$ cat src/rtl/fifo_pkg.sv
`default_nettype none
// ============================================================================
//  Module      : fifo_pkg
//  Description : Shared definitions for the dual-clock FIFO controllers:
//                pointer-width helper and binary/Gray conversion functions.
//                The conversions work on the widest legal pointer; callers
//                zero-extend their pointer in and truncate the result out.
//                Zero extension is harmless for both conversions because
//                the extra high bits are all zero.
//  Revision    : 1.0 - initial release
// ============================================================================
package fifo_pkg;

  localparam int MAX_ADDR_WDTH = 12;
  localparam int MAX_PTR_W     = MAX_ADDR_WDTH + 1;

  typedef logic [MAX_PTR_W-1:0] ptr_max_t;

  // Pointer width: one bit more than the RAM address to tell full from empty.
  function automatic int PTR_W(input int addr_wdth);
    return addr_wdth + 1;
  endfunction

  function automatic ptr_max_t bin2gray(input ptr_max_t bin);
    return bin ^ (bin >> 1);
  endfunction

  function automatic ptr_max_t gray2bin(input ptr_max_t gray);
    ptr_max_t bin;
    bin[MAX_PTR_W-1] = gray[MAX_PTR_W-1];
    for (int i = MAX_PTR_W - 2; i >= 0; i--) begin
      bin[i] = bin[i+1] ^ gray[i];
    end
    return bin;
  endfunction

endpackage
`default_nettype wire

$ cat src/rtl/sync_ff.sv
`default_nettype none
// ============================================================================
//  Module      : sync_ff
//  Description : Generic per-bit multi-flop synchronizer. Each bit of d_i
//                passes through STAGES flops clocked by clk.
//  Ports       : clk          - destination clock
//                rst_n        - asynchronous reset, active-low
//                sync_rst_n_i - synchronous reset, active-low
//                d_i          - asynchronous input vector
//                q_o          - synchronized output vector
//  Revision    : 1.0 - initial release
// ============================================================================
module sync_ff #(
  parameter int WDTH   = 1,
  parameter int STAGES = 2
) (
  input  logic            clk,
  input  logic            rst_n,
  input  logic            sync_rst_n_i,
  input  logic [WDTH-1:0] d_i,
  output logic [WDTH-1:0] q_o
);

  // stage_q[0] is the first (metastability-exposed) flop.
  logic [STAGES-1:0][WDTH-1:0] stage_q;

  always_ff @(posedge clk or negedge rst_n) begin
    if (!rst_n) begin
      stage_q <= '0;
    end else if (!sync_rst_n_i) begin
      stage_q <= '0;
    end else begin
      stage_q <= {stage_q[STAGES-2:0], d_i};
    end
  end

  assign q_o = stage_q[STAGES-1];

endmodule
`default_nettype wire

$ cat src/rtl/async_fifo_wr_ctrl.sv
`default_nettype none
// ============================================================================
//  Module      : async_fifo_wr_ctrl
//  Description : Write-side controller of the dual-clock FIFO. Keeps the
//                binary/Gray write pointer, synchronizes the read pointer,
//                and produces full, almost-full, fill level, write
//                acknowledge and a sticky overflow flag.
//  Ports       : clk, rst_n       - write clock, async active-low reset
//                sync_rst_n_i     - synchronous active-low reset
//                wr_en_i          - write request
//                rd_ptr_gray_i    - read pointer, Gray, read-clock domain
//                ovf_clr_i        - clear sticky overflow
//                wr_ack_o         - write accepted this cycle (comb)
//                mem_we_o         - RAM write enable (comb)
//                mem_waddr_o      - RAM write address
//                wr_ptr_gray_o    - registered Gray write pointer
//                wr_ptr_bin_o     - registered binary write pointer
//                wr_level_o       - registered fill level
//                full_o           - registered full flag
//                almost_full_o    - registered almost-full flag
//                overflow_o       - sticky: write attempted while full
//  Revision    : 1.0 - initial release
// ============================================================================
module async_fifo_wr_ctrl
  import fifo_pkg::*;
#(
  parameter int ADDR_WDTH    = 4,
  parameter int SYNC_STAGES  = 2,
  parameter int AFULL_THRESH = 12
) (
  input  logic                   clk,
  input  logic                   rst_n,
  input  logic                   sync_rst_n_i,
  input  logic                   wr_en_i,
  input  logic [ADDR_WDTH:0]     rd_ptr_gray_i,
  input  logic                   ovf_clr_i,
  output logic                   wr_ack_o,
  output logic                   mem_we_o,
  output logic [ADDR_WDTH-1:0]   mem_waddr_o,
  output logic [ADDR_WDTH:0]     wr_ptr_gray_o,
  output logic [ADDR_WDTH:0]     wr_ptr_bin_o,
  output logic [ADDR_WDTH:0]     wr_level_o,
  output logic                   full_o,
  output logic                   almost_full_o,
  output logic                   overflow_o
);

  localparam int               P_W       = PTR_W(ADDR_WDTH);
  localparam logic [P_W-1:0]   AFULL_LVL = P_W'(AFULL_THRESH);

  if (ADDR_WDTH < 2 || ADDR_WDTH > MAX_ADDR_WDTH) begin : g_bad_addr_wdth
    $error("async_fifo_wr_ctrl: ADDR_WDTH out of range 2..12");
  end
  if (SYNC_STAGES < 2 || SYNC_STAGES > 4) begin : g_bad_sync_stages
    $error("async_fifo_wr_ctrl: SYNC_STAGES out of range 2..4");
  end
  if (AFULL_THRESH < 1 || AFULL_THRESH > (1 << ADDR_WDTH)) begin : g_bad_afull
    $error("async_fifo_wr_ctrl: AFULL_THRESH out of range");
  end

  // Registered state
  logic [P_W-1:0] wr_ptr_bin_q,  wr_ptr_bin_d;
  logic [P_W-1:0] wr_ptr_gray_q, wr_ptr_gray_d;
  logic [P_W-1:0] wr_level_q,    wr_level_d;
  logic           full_q,        full_d;
  logic           almost_full_q, almost_full_d;
  logic           overflow_q,    overflow_d;

  // Combinational
  logic           wr_ack;
  logic [P_W-1:0] rq;        // synchronized read pointer, Gray
  logic [P_W-1:0] rbin;      // synchronized read pointer, binary
  logic [P_W-1:0] rq_full;   // Gray value the write pointer has when full

  sync_ff #(
    .WDTH   (P_W),
    .STAGES (SYNC_STAGES)
  ) u_rd_ptr_sync (
    .clk          (clk),
    .rst_n        (rst_n),
    .sync_rst_n_i (sync_rst_n_i),
    .d_i          (rd_ptr_gray_i),
    .q_o          (rq)
  );

  always_comb begin
    wr_ack        = wr_en_i & ~full_q;
    rbin          = P_W'(gray2bin(ptr_max_t'(rq)));
    wr_ptr_bin_d  = wr_ptr_bin_q + P_W'(wr_ack);
    wr_ptr_gray_d = P_W'(bin2gray(ptr_max_t'(wr_ptr_bin_d)));
    // Full when the write pointer is exactly one lap ahead: in Gray that is
    // the read pointer with its top two bits inverted.
    rq_full       = {~rq[P_W-1:P_W-2], rq[P_W-3:0]};
    full_d        = (wr_ptr_gray_d == rq_full);
    wr_level_d    = wr_ptr_bin_d - rbin;
    almost_full_d = (wr_level_d >= AFULL_LVL);
    // Set has priority over clear.
    overflow_d    = (wr_en_i & full_q) | (overflow_q & ~ovf_clr_i);
  end

  always_ff @(posedge clk or negedge rst_n) begin
    if (!rst_n) begin
      wr_ptr_bin_q  <= '0;
      wr_ptr_gray_q <= '0;
      wr_level_q    <= '0;
      full_q        <= 1'b0;
      almost_full_q <= 1'b0;
      overflow_q    <= 1'b0;
    end else if (!sync_rst_n_i) begin
      wr_ptr_bin_q  <= '0;
      wr_ptr_gray_q <= '0;
      wr_level_q    <= '0;
      full_q        <= 1'b0;
      almost_full_q <= 1'b0;
      overflow_q    <= 1'b0;
    end else begin
      wr_ptr_bin_q  <= wr_ptr_bin_d;
      wr_ptr_gray_q <= wr_ptr_gray_d;
      wr_level_q    <= wr_level_d;
      full_q        <= full_d;
      almost_full_q <= almost_full_d;
      overflow_q    <= overflow_d;
    end
  end

  assign wr_ack_o      = wr_ack;
  assign mem_we_o      = wr_ack;
  assign mem_waddr_o   = wr_ptr_bin_q[ADDR_WDTH-1:0];
  assign wr_ptr_gray_o = wr_ptr_gray_q;
  assign wr_ptr_bin_o  = wr_ptr_bin_q;
  assign wr_level_o    = wr_level_q;
  assign full_o        = full_q;
  assign almost_full_o = almost_full_q;
  assign overflow_o    = overflow_q;

endmodule
`default_nettype wire

$ cat config.mk
export PLATFORM = sky130hd
export DESIGN_NAME = async_fifo_wr_ctrl
export DESIGN_NICKNAME = d
export VERILOG_FILES = /design/src/rtl/fifo_pkg.sv /design/src/rtl/sync_ff.sv /design/src/rtl/async_fifo_wr_ctrl.sv
export SDC_FILE = /design/constraint.sdc
export NUM_CORES = 1
export LEC_CHECK = 0
export ABC_AREA = 1
export CORE_ASPECT_RATIO = 0.8
export CORE_MARGIN = 2
export CORE_UTILIZATION = 25
export DETAILED_ROUTE_END_ITERATION = 7
export PLACE_DENSITY_LB_ADDON = 0.05
export SLEW_MARGIN = 15
export SYNTH_ARGS = -nofsm -noshare
export SYNTH_HDL_FRONTEND = slang
export SYNTH_SLANG_ARGS = --single-unit
$ cat constraint.sdc
create_clock -name clk -period 7.4 [get_ports clk]
set_clock_uncertainty 0.15 [all_clocks]
set_input_delay 1.48 -clock clk [delete_from_list [all_inputs] [get_ports clk]]
set_output_delay 1.48 -clock clk [all_outputs]
set_load 0.005 [all_outputs]
# Word-level counts from Yosys, hierarchy flattened
# Cells that the tools add are included.
[word_totals]
register_bits = 28
inputBits = 10
out_inout_bits = 24
word_cells = 31
[classes]
addsub = 2
magnitude_cmp = 1
eq_ne = 1
muxes = 7
bitwise_logic = 12
[op_table]
columns = ["cell", "n"]
rows = [
  ["$mux W5", 3],
  ["$mux W10", 1],
  ["$add A5 B1 Y5", 1],
  ["$eq A5 B5 Y1", 1],
  ["$ge A5 B4 Y1 const B", 1],
  ["$sub A5 B5 Y5", 1],
  ["$xor A5 B4 Y5", 1],
  ["$xor A1 B1 Y1", 4],
  ["$and A1 B1 Y1", 3],
  ["$mux W1", 3],
  ["$not A1 Y1", 2],
  ["$not A2 Y2", 1],
  ["$or A1 B1 Y1", 1],
]

# Depth between registers and ports, before layout
[depth]
ltp_word = 7
ltp_mapped = 16
depth_no_buf = 16

# By module
# From an unflattened synthesis, not the netlist that was laid out.
[unflattened]
cells_unflattened = 185
hier_area_um2 = 1478.9
[modules_own_cells]
columns = ["module", "n_inst", "cells_each", "area_each_um2", "seq_area_each_um2"]
rows = [
  ["async_fifo_wr_ctrl", 1, 149, 1104.8, 425.4],
  ["sync_ff", 1, 36, 374.1, 250.2],
]

# Least setup slack after synthesis
# No wires, ideal clock.
[synth_timing]
path_kind = "input to output"
from = "input port wr_en_i"
to = "output port wr_ack_o"
t_arrival_ns = 1.810
required_time_ns = 5.770
path_slack_ns = 3.960
cell_stages = 3
path_buffers = 1
cell_sequence = "inv_1 nor2_1 buf_4"
[synth_between]
elab_chain_len = 1
[synth_rtl]
columns = ["element", "line_no", "rtl"]
rows = [
  ["start, declared", "async_fifo_wr_ctrl.sv:34", "input logic wr_en_i,"],
  ["$and A1 B1 Y1", "async_fifo_wr_ctrl.sv:87", "wr_ack = wr_en_i & ~full_q;"],
  ["end, declared", "async_fifo_wr_ctrl.sv:37", "output logic wr_ack_o,"],
]
# No other way between the ends.

# Final worst setup path
# Same ends and word-level chain as after synthesis.

==> impl_results.md <==
* Synth Area per Inst at 8.055 µm²
* Arrival @ worst endpoint at 2.72 ns
* Slew HR at 62.58%
* Ys Warns at 0
* Tmin final at 4.348 ns
* Post-synthesis mux area share at 0%
* Initial Util at 26.09%
* Share of cells above drive strength 1 at 5.825%
* Full die area at 6361 µm²
* Mapped cell area at 1434 µm²
* Worst vdd rail ir drop at 0.05677 mV
* CP startpoint: wr_en_i
* Hold_sp: u_rd_ptr_sync.stage_q[3]
* DP Area at 1805 µm²
* Remaining global-route overflow at 0
* Synth Area in Compound Gates at 2.792%
* Largest family of logic cells by synthesized area: simple AND/OR/NAND/NOR gates
* Leading cell types in the layout, fill and taps excluded: 55 x nand2_1, 33 x clkdlybuf4s50_1, 30 x inv_1
* Type of origin of the critical path: input port
* Max Cap Viol at 0
* Adder-cell share of the synthesized area at 6.632%
* Sequential element share of the synthesized area at 47.12%
* Final Util at 33.67%
* Final setup vio count at 0
* CTS tree: done
* Drt via density at 4.000
* Largest net degree at the start of global routing at 28
* Setup bufs post-CTS at 0
* Min Hold Slack at 0.2929 ns
* Pwr dens at 178.7 nW/µm²
* Worst R2R Start: u_rd_ptr_sync.q_o[4]
* Vias at 1136
* Worst Tran Pin Value at 0.5596 ns
* Max Slew Vio Count at 0
* GRT Resource Usage Total at 10.13%
* CTS root buf: clkbuf_8
* Commonest non-fill, non-tap cell in the layout: nand2_1
* Initial antenna violation count at 0
* Final nets at 224
* IO Count at 34
* First-pass GRT wire length at 4.947 mm
* Synth Area in Simple Gates at 27.40%
* Resize count post-CTS at 0
* Die Wd at 88.67 µm
* Cell taking the most area after synthesis: dfrtp_1
* Area contributors post-synth: dfrtp_1 47%, nand2_1 14%, inv_1 7.9%
* RSZ-0062 raised after global routing: false
* Clock-pin slew on the worst setup and hold paths at 0.09 ns
* Design area at 1851 µm²
* Placed instance count at 280
* Post-Syn Instances at 178
* Asr flop ratio synth at 100.0%
* Gp weighted congestion at 0.7485
* Clock Latency Late Sink at 0.27 ns
* Reg-to-reg slack, setup at 4.76 ns
* Final wirelength at 2.898 mm
* P&R area growth vs syn at 29.06%
* Post-route insts no fill at 284
* Worst hold path type: register to register
* Top cell type's share of synthesized area at 47.12%
* Critical path peak fanout at 3
* DRC at 0
* Diodes inserted at 0
* Setup CP Type: input port to output port
* Core Rows at 24
* Fin crit share at 58.76%
* Deepest clock path buffer count at 2
* Pre-antenna DRT Iters at 4
* Synth cell types at 21
* Die H at 71.74 µm
* Setup tns final at 0 ns
* Number of synthesized flops with an enable pin at 0
* CTS buffer count at 3
* WP data required at 5.77 ns
* DP HPWL at 2.221 mm
* Core area at 5495 µm²
* Routed Antenna Nets at 0
* Routed len/inst at 10.20 µm
* Fin. Hold Viols at 0
* 1st-iter DRT viols at 49
* Mapped Nets at 195
* XOR/XNOR Fraction of Synth Area at 3.490%
* Clock sinks at 27
* Status: completed
* P_leak at 0.9607 nW
* I/O Buffers at 33
* Post-synthesis register bit count at 27
* Setup crit end kind: output port
* H-tree Lvls at 1
* Fmax at 230.0 MHz
* Post-synth top flop: dfrtp_1
* Vias in the first global route at 1070
* Post-cts hold buffer count at 0
registers in the layout, summed over array words and instances (netlist names):
name	count
almost_full_o	1
full_o	1
overflow_o	1
u_rd_ptr_sync.q_o	5
u_rd_ptr_sync.stage_q	5
wr_level_o	5
wr_ptr_bin_o	5
wr_ptr_gray_o	4
cell families (layout without fill, tap and decap cells):
group | Yosys count | in the layout
AND/OR/NAND/NOR | 91 | 91
buffers and inverters | 41 | 69
flip-flops | 27 | 27
AO/OA/AOI/OAI | 8 | 8
adder cells (fa/ha/maj) | 7 | 7
XOR/XNOR | 4 | 4
metal layers:
| layer | global-route usage (%) | share of wire (%) | vias to the layer above |
|---|---|---|---|
| met5 | 0 | 0 | - |
| met2 | 15.34 | 46 | 30 |
| met4 | 3.030 | 1.0 | 0 |
| met1 | 13.79 | 47 | 514 |
| met3 | 3.341 | 6.1 | 5 |
| li1 | - | - | 587 |
cell usage after synthesis, types with 2 or more instances:
| master | count |
|---|---|
| nand2_2 | 3 |
| a21oi_1 | 7 |
| nand2_1 | 55 |
| ha_1 | 6 |
| dfrtp_1 | 27 |
| nand3_1 | 12 |
| nand3_2 | 2 |
| nand4_1 | 4 |
| inv_1 | 30 |
| buf_4 | 7 |
| nor2_1 | 13 |
| clkbuf_1 | 3 |
path summary, 6_finish.rpt:
kind | end | cells past startpoint
max | wr_ack_o | 4
min | u_rd_ptr_sync.q_o[3] | 2
max reg2reg | almost_full_o | 15
min reg2reg | u_rd_ptr_sync.q_o[3] | 2
max in group asynchronous | u_rd_ptr_sync.q_o[1] | 2
min in group asynchronous | wr_ptr_bin_o[2] | 2
cell type report:
cell class,count,area [µm²]
Clock buffer,4,45.04
Fill cell,570,3645
Inverter,31,116.4
Sequential cell,27,675.6
Multi-Input combinational cell,110,578.1
Timing Repair Buffer,34,337.8
Tap cell,78,97.59
critical path, stage by stage:
cell	delay, ns
clkdlybuf4s50_1	0.48
inv_1	0.04
nor2_1	0.18
clkdlybuf4s50_1	0.54
through the flow:
stage	setup slack [ns]	total power [W]
floorplan	3.960	0.0002121
global route	2.970	0.0003586
detailed placement	3.057	0.0002513
CTS	3.056	0.0003410
global placement	3.088	0.0002509
finish	3.052	0.0003307
power by group:
part / internal, W / switching [W]
Sequential: 0.000159 / 0.00000523
Clock: 0.0000386 / 0.0000458
Combinational: 0.0000421 / 0.0000397
No activity file was read; power rests on OpenSTA's default activity.
